--- src/rtl/serial_adder_fsm.sv ---
// Bit-serial adder: one full-adder cell and a carry flop add two WIDTH-bit operands
// plus carry-in over WIDTH cycles. Define SERIAL_ADDER_SUB_EN to add a 'sub' input (a-b).
module serial_adder_fsm #(
  parameter int WIDTH = 8
) (
  input  logic             clk,
  input  logic             rst_n,
  input  logic             start,
  input  logic [WIDTH-1:0] a,
  input  logic [WIDTH-1:0] b,
  input  logic             cin,
`ifdef SERIAL_ADDER_SUB_EN
  input  logic             sub,
`endif
  output logic             busy,
  output logic             done,
  output logic [WIDTH-1:0] sum,
  output logic             cout,
  output logic             ovf
);

  localparam int CNT_W = $clog2(WIDTH);

  // Handshake: start is sampled only while busy=0; an accepted start captures a/b/cin,
  // raises busy for WIDTH+1 cycles, then done pulses for one cycle with sum/cout/ovf
  // valid; results hold until the next done. start while busy is dropped.
  typedef enum logic [1:0] {S_IDLE, S_ADD, S_DONE} state_t;

  state_t           state, state_nxt;
  logic [WIDTH-1:0] a_sh, b_sh, sum_sh;
  logic [WIDTH-1:0] b_ld;
  logic             c, c_ld, c_msb_in;
  logic [CNT_W-1:0] cnt;
  logic             bit_s, bit_c, last_bit, accept;

`ifdef SERIAL_ADDER_SUB_EN
  assign b_ld = sub ? ~b : b;
  assign c_ld = sub ? 1'b1 : cin;
`else
  assign b_ld = b;
  assign c_ld = cin;
`endif

  assign bit_s    = a_sh[0] ^ b_sh[0] ^ c;
  assign bit_c    = (a_sh[0] & b_sh[0]) | (a_sh[0] & c) | (b_sh[0] & c);
  assign last_bit = (cnt == CNT_W'(WIDTH - 1));
  assign busy     = (state != S_IDLE);

  always_comb begin
    state_nxt = state;
    accept    = 1'b0;
    case (state)
      S_IDLE: if (start) begin
        accept    = 1'b1;
        state_nxt = S_ADD;
      end
      S_ADD:   if (last_bit) state_nxt = S_DONE;
      S_DONE:  state_nxt = S_IDLE;
      default: state_nxt = S_IDLE;
    endcase
  end

  always_ff @(posedge clk or negedge rst_n) begin
    if (!rst_n) state <= S_IDLE;
    else        state <= state_nxt;
  end

  always_ff @(posedge clk or negedge rst_n) begin
    if (!rst_n) begin
      a_sh     <= '0;
      b_sh     <= '0;
      sum_sh   <= '0;
      c        <= 1'b0;
      c_msb_in <= 1'b0;
      cnt      <= '0;
      done     <= 1'b0;
      sum      <= '0;
      cout     <= 1'b0;
      ovf      <= 1'b0;
    end else begin
      done <= 1'b0;
      if (accept) begin
        a_sh <= a;
        b_sh <= b_ld;
        c    <= c_ld;
        cnt  <= '0;
      end else if (state == S_ADD) begin
        // LSB-first: the sum bit enters at the top so after WIDTH shifts it is aligned.
        sum_sh <= {bit_s, sum_sh[WIDTH-1:1]};
        a_sh   <= a_sh >> 1;
        b_sh   <= b_sh >> 1;
        c      <= bit_c;
        cnt    <= cnt + CNT_W'(1);
        if (last_bit) c_msb_in <= c;
      end else if (state == S_DONE) begin
        sum  <= sum_sh;
        cout <= c;
        ovf  <= c_msb_in ^ c;
        done <= 1'b1;
      end
    end
  end

endmodule

--- config.mk ---
export PLATFORM = sky130hd
export DESIGN_NAME = serial_adder_fsm
export DESIGN_NICKNAME = d
export VERILOG_FILES = /design/src/rtl/serial_adder_fsm.sv
export SDC_FILE = /design/constraint.sdc
export NUM_CORES = 1
export LEC_CHECK = 0
export CORE_ASPECT_RATIO = 1.75
export CORE_MARGIN = 2
export CORE_UTILIZATION = 46
export DETAILED_ROUTE_END_ITERATION = 8
export PLACE_DENSITY = 0.74
export SYNTH_ARGS = -nofsm -noshare
export SYNTH_HDL_FRONTEND = slang
export SYNTH_SLANG_ARGS = --single-unit
export TNS_END_PERCENT = 100
--- constraint.sdc ---
create_clock -name clk -period 1.15 [get_ports clk]
set_input_delay 0.23 -clock clk [delete_from_list [all_inputs] [get_ports clk]]
set_output_delay 0.23 -clock clk [all_outputs]
set_load 0.02 [all_outputs]
Word-level counts from Yosys, hierarchy flattened:

Cells that the tools add are included.

* $add $sub $neg: 1
* equal/unequal tests: 5
* muxes and demuxes: 16
* bitwise logic cells: 10
* reduce and logical (&&, ||, !) cells: 7

Operators by type and width (count)
* 8-bit two-way mux: 4
* 1-bit two-way mux: 7
* 3-bit two-way mux: 2
* 3-bit AND reduction: 2
* 2-bit two-way mux: 2
* 2-bit != test (second input constant): 2
* 2-bit one-hot mux with 2 select lines: 1
* 2-bit AND reduction: 2
* 2-bit nonzero test: 2
* 3-bit by 1-bit adder with 3-bit output (second input constant): 1
* 1-bit bitwise AND: 3
* 3-bit == test (second input constant): 1
* 1-bit XOR: 3
* 2-bit by 1-bit == test with 1-bit output (second input constant): 1
* 2-bit == test (second input constant): 1
* 2-bit zero test: 1
* 1-bit inverter: 2
* 1-bit OR: 2

* flip-flop bits (word level): 42
* logic and storage cells: 50

Logic depth before layout (Yosys ltp):

Gate-level depths: netlist of the first run.

* depth after elaboration: 5
* mapped depth: 5
* depth with buffers taken out: 4

Least setup slack after synthesis of the first run:

No wires, ideal clock.

* kind: flip-flop to flip-flop
* from: reg state[0]
* to: reg b_sh[2]
* arrival: 1276 ps
* required time: 1027 ps
* path slack: -249 ps
* cell stages (with the launch flop): 5
* cells stage by stage: dfrtp_1 -> buf_6 -> or2_1 -> or3b_1 -> o221a_2

* longest elaborated chain between the ends: 3
* elaborated cells between the ends (all ways): 5

Ends and longest elaborated chain
* start: declaration: RTL line 29 `state_t state, state_nxt;`
* start signal: assignment: RTL line 65 `else state <= state_nxt;`
* 2-bit zero test: RTL line 52 `case (state)`
* 1-bit two-way mux: RTL line 52
* 8-bit two-way mux or 2-bit nonzero test (tied branches)
* end signal: assignment: RTL line 84 `b_sh <= b_ld;`
* end signal: assignment: RTL line 91 `b_sh <= b_sh >> 1;`
* end: declaration: RTL line 30 `logic [WIDTH-1:0] a_sh, b_sh, sum_sh;`

Several ways; a longest one is shown, not always the timed one.
A chain may end at the register's enable or synchronous reset.

Worst setup path after layout of the first run:

* from: reg state[0]
* to: out busy

* longest elaborated chain between the ends: 1

Ends and longest elaborated chain
* 2-bit nonzero test: RTL line 47 `assign busy = (state != S_IDLE);`
* end: declaration: RTL line 15 `output logic busy,`

No other way between the ends.

==> results of run 1 <==
-- through the flow --
stage | power, mW | instances
final | 7.287 | 258
after global routing | 7.685 | 258
after CTS | 5.799 | 250
after detailed placement | 4.920 | 241
after global placement | 4.749 | 241
after floorplan | 3.981 | 161
-- critical path, cell delays in order (launching register included) --
cell and delay [ns]:
dfrtp_1 0.42, or2_4 0.27, buf_6 0.13
-- registers in the layout, summed over array words and instances, names as in the netlist --
signal and count:
cnt 3, sum 8, a_sh 8, c_msb_in 1
sum_sh 8, b_sh 8, state 2, cout 1
c 1, ovf 1, done 1
-- worst max-delay path by stage --
| stage | end | cells after the start |
|---|---|---|
| detailed placement | a_sh[0]$_DFFE_PN0P_ | 5 |
| floorplan | b_sh[2]$_DFFE_PN0P_ | 4 |
| global placement | busy | 2 |
| global route | busy | 2 |
| CTS | busy | 2 |
| finish | busy | 2 |
-- power breakdown --
group	internal (mW)	leakage, nW	switching, mW
clock	0.483	0.0472	0.514
combinational	1.84	0.695	1.65
sequential	2.10	0.520	0.693
-- cell type report --
| type | count | area share [%] |
|---|---|---|
| Clock inverter | 2 | 0.4464 |
| Timing Repair Buffer | 54 | 19.60 |
| Clock buffer | 6 | 2.946 |
| Tap cell | 46 | 2.054 |
| Sequential cell | 42 | 37.54 |
| Multi-Input combinational cell | 105 | 37.01 |
| Inverter | 3 | 0.4018 |
-- kinds of logic after synthesis --
kind of cell    after synthesis  share of synthesized area (%)
compound gates               53                          17.85
xor+xnor                      1                         0.4941
fa+ha+maj                     3                          2.540
buf+inv                      14                          3.952
flops                        42                          59.28
mux                          10                          6.352
simple gates                 38                          9.528
-- per-layer routing --
layer  track usage, %  vias up  wire, µm
met5                0        -         0
met4            8.600        0       186
met3            5.052       20       194
met2            30.46       49      2655
met1            19.65      744      1785
li1                 -      673         -
-- synthesized netlist by cell type, drive strengths merged --
library cell / number / area [µm²]
a2bb2oi: 1 / 8.760
xnor2: 1 / 8.760
dfrtp: 42 / 1051
nand2b: 3 / 18.77
nand2: 27 / 101.4
ha: 2 / 25.02
or3b: 1 / 8.760
or2b: 1 / 7.510
mux2: 10 / 112.6
nor2: 2 / 7.510
a22o: 2 / 17.52
o22ai: 27 / 168.9
or2: 1 / 6.260
clkbuf: 1 / 3.750
inv: 3 / 11.26
fa: 1 / 20.02
and2: 1 / 6.260
o21ai: 8 / 40.04
buf: 10 / 55.05
nor2b: 2 / 12.51
o221a: 1 / 11.26
a21oi: 14 / 70.07
-- timing repair --
item | 4_1_cts | 5_1_grt
endpoints found under the hold margin | 42 | 0
pin swaps | 2 | 36
gates resized for setup | 52 | 89
endpoints found under the setup margin | 48 | 41
buffers inserted | 0 | 4
hold buffers | 1 | 0
cloned | 0 | 4
==> metrics, run 1 <==
post-route antenna net violation count=0; CP Data Arrival Time=1.11 ns; Final Hold Vio Count=0; worst-skew pair later-pin latency=0.30 ns; initial DRC count=21; Initial Util=about half; drt drc=0; Hold WC Path Type=input pin to async pin; antenna violations before repair=0; # port buffers=31; Mapped Avg Cell Area=11.01 µm²; core area=0.003665 mm²; Die W=50.93 µm; H-tree depth=2; fmax=between 700 and 800 MHz; YS warnings=0; Clock transition at path regs=about 0.080 ns; synth-to-layout area growth=58.08%; crit start category=flip-flop; # setup viols final=31; Filler cells=around 220; R2R cell count=4; vias in the first global route=between 1000 and 1500; Max FO, Critical Path=3; Cell variety after synth=24; syn nets=around 180; RSZ-0062 raised after global routing=true; FF+latch count, synth=42; Pwr Density=roughly 2600 mW/mm²; post-layout util=76.48%; setup TNS=-2.672 ns; synthesized area=0.001773 mm²; worst rel slew slack=76.55%; Worst Tran Pin Value=0.3512 ns; R2R setup slack=-0.17 ns; grt ovf=0; Post-Route WL=slightly below 5000 µm; Die H=86.13 µm; worst r2r src=state[0]$_DFFE_PN0P_; RePlAce Congestion=0.8209; layout cells sized above 1=54.25%; CTS tree=done; commonest non-fill, non-tap cell in the layout=dfrtp_1; 1st-pass router iterations=4; worst r2r dst=c_msb_in$_DFFE_PN0P_; maximum capacitance violations=0; most frequent cells in the layout=dfrtp_1, clkdlybuf4s50_1, o22ai_2, nand2_1, buf_2; Period Utilization, post-route=116.3%; number of buffers created by CTS=5; CP Class=flip-flop to output pin; Final min period=1.337 ns; first-pass GRT wire length=5947 µm; die area=0.004386 mm²; routed len/inst=18.69 µm; Final Max Tran Viols=0; Seq. cell area=0.001052 mm²; DR vias=1486; pin count of the biggest net entering global routing=43; Area after DPL=between 0.002 and 0.0025 mm²; Rows=29; Cells after Synth=161; WP data required=0.92 ns; Multi-input gate area=between 0.001 and 0.0015 mm²; clock sinks=42; setup ws final=-0.1873 ns; Non-Filler Cell Area, Final=around 0.0028 mm²; n_diodes=0; Layout Nets=234; gr usage total=17.75%; leak pwr=about 1.3 nW; status=complete, but fails checks; sequential area share after synthesis=approximately three fifths; failing checks=setup timing; via/cell ratio=5.760; worst setup path startpoint=state[0]$_DFFE_PN0P_; CTS Buffer Depth=2; Worst VDD drop=1.990 mV; crit path capture type=output pin; Setup WS pre-CTS=-0.2939 ns; clock root cell=clkbuf_8; hold slack=0.4288 ns; Top Ports=32; hpwl dp=2499 µm; skew final=0.008291 ns
Power figures use the tool's default switching activity.
==> inputs of run 2 (changes only) <==
Settings changed: CORE_MARGIN 2 to unset.
==> run 2 against run 1 <==
Against the previous run:
- the flow still finishes with violations (setup timing)
- clock power fell by 0.7%
- via count decreased by 2.4%
- hold slack improved by 0.0095 ns
- sequential power shrank 8.6%
- global-route usage up 3.2 points
- critical path depth is the same
==> metrics, run 2 (synthesis gave the netlist of run 1 again) <==
RePlAce Congestion=0.8221 (+0.15%); worst setup path startpoint=state[0]$_DFFE_PN0P_; 1st-pass router iterations=4 (unchanged); gr busiest metal=met2; hpwl dp=2619 µm (+4.8%); worst-skew pair later-pin latency=0.29 ns (about the same); failing checks=setup timing; Clock transition at path regs=0.08 ns (about the same); crit path cell chain=or2_4, buf_6; drt drc=0 (unchanged); grt ovf=0 (unchanged); CTS Buffer Depth=2 (unchanged); skew final=0.002606 ns (-0.005685 ns); H-tree depth=2 (unchanged); first-pass GRT wire length=6486 µm (+9.1%); M2 GR Usage=36.11% (+5.7 points); buffers and inverters on the worst path=1 (unchanged); clock root cell=clkbuf_8; CP delay by family, top=flip-flops; pin count of the biggest net entering global routing=43 (unchanged); Worst Tran Pin Value=0.3985 ns (+0.04728 ns); Rows=29 (unchanged); setup ws final=-0.1696 ns (+0.01771 ns); status=complete, but fails checks; core area=0.003665 mm² (unchanged); RSZ-0062 raised after global routing=true; fmax=757.8 MHz (+1.3%); clock sinks=42 (unchanged); crit start category=flip-flop; post-route antenna net violation count=0 (unchanged); initial DRC count=60 (+190%); Multi-input gate area=748.2 µm² (-28%); Seq. cell area=0.001051 mm² (-0.12%); commonest non-fill, non-tap cell in the layout=dfrtp_1; Die W=48.93 µm (-3.9%); Top Ports=32 (unchanged); # setup viols final=36 (+16%); vias in the first global route=1497 (+8.6%); Filler cells=269 (+23%); Final Hold Vio Count=0 (unchanged); most frequent cells in the layout=dfrtp_1, nand2_1, o22ai_1; Die H=84.13 µm (-2.3%); post-layout util=67.84% (-8.6 points); Pwr Density=2518 mW/mm² (-3.1%); # port buffers=31 (unchanged); DR vias=1451 (-2.4%); Initial Util=48.38% (unchanged); Layout Nets=237 (+1.3%); Final min period=1.320 ns (-0.01771 ns); routed len/inst=16.12 µm (-14%); met1 Use GR=22.60% (+3.0 points); hold slack=0.4383 ns (+0.009471 ns); synth-to-layout area growth=40.23%; post-route total power=6.261 mW (-14%); antenna violations before repair=0 (unchanged); via/cell ratio=5.559 (-3.5%); worst rel slew slack=73.43% (-3.1 points); leak pwr=1.165 nW (-7.7%); Max FO, Critical Path=4 (+1); Final Max Tran Viols=0 (unchanged); Period Utilization, post-route=114.8% (-1.5 points); CP Data Arrival Time=1.09 ns (-0.02 ns); Max stage delay on crit path=0.42 ns (about the same); number of buffers created by CTS=5 (unchanged); worst r2r src=state[1]$_DFFE_PN0P_; maximum capacitance violations=0 (unchanged); Slowest cell on crit path=dfrtp_1; layout cells sized above 1=34.88% (-19 points); n_diodes=0 (unchanged); WP data required=0.92 ns (about the same); GRT met3 Usage=5.464% (+0.41 points); CTS tree=done; Setup WS pre-CTS=-0.3921 ns (-0.09825 ns); die area=0.004116 mm² (-6.2%); Worst VDD drop=1.375 mV (-31%); Hold WC Path Type=input pin to async pin; crit path capture type=output pin; gr usage total=20.91% (+3.2 points); CP Class=flip-flop to output pin; Post-Route WL=4207 µm (-13%)
==> run 2: cell types whose count changed in the layout (fill, tap and decap cells not counted), moves of 4 or more <==
cell / change
nand2_4: -4
a21oi_2: -8
nand2_1: +11
buf_4: +5
o22ai_2: -11
o22ai_1: +22
nand2_2: -7
a21oi_1: +8
o22ai_4: -11
==> run 2: final cells by class <==
cell class                 count  area share, %
sequential                    42          42.27
multi-input combinational    105          30.10
timing repair buffer          57          20.94
clock buffer                   6          3.322
tap                           46          2.315
inverter                       3         0.5536
clock inverter                 2         0.5033
==> run 2: path summary, 6_finish.rpt <==
kind	to	slack (ns)	cells after the start
max in group asynchronous	a_sh[4]$_DFFE_PN0P_	0.51	3
worst max register to register	c_msb_in$_DFFE_PN0P_	-0.15	4
worst min-delay path	state[0]$_DFFE_PN0P_	0.44	3
worst min register to register	sum_sh[0]$_DFFE_PN0P_	0.48	2
worst max-delay path	busy	-0.17	2
min in group clk	sum_sh[0]$_DFFE_PN0P_	0.48	2
==> run 2: what timing repair did <==
item	in CTS	in global routing
buffers inserted	2	1
setup endpoints to repair	46	41
hold buffers	1	0
resized for setup	70	16
gates cloned	2	2
pin swaps	2	0
endpoints found under the hold margin	42	0
==> run 2: layer usage <==
metal  up-vias  share of wire, %
li1        680                 -
met1       706                37
met2        52                57
met3        13               4.0
met4         0               2.3
met5         -                 0
==> run 2: worst register-to-register path, delay by kind of cell, from the launching register on <==
family | cells | cell delay [ns]
buf+inv | 1 | 0.19
simple gates | 2 | 0.29
mux | 1 | 0.32
flops | 1 | 0.39
==> run 2: report_power, final <==
part           leakage [nW]  internal (mW)  switching (mW)
clock                0.0472          0.483           0.507
combinational         0.597           1.40            1.32
sequential            0.520           2.10           0.454
total                  1.16           3.98            2.28
==> run 2: through the flow <==
| step | TNS [ns] | std cells | area, µm² |
|---|---|---|---|
| 3_5_place_dp | -8.398 | 245 | 2257 |
| 6_report | -3.304 | 261 | 2486 |
| 2_1_floorplan | -0.2428 | 161 | 1812 |
| 4_1_cts | -2.317 | 258 | 2402 |
| 5_1_grt | -5.367 | 261 | 2486 |
| 3_3_place_gp | -6.627 | 245 | 2257 |
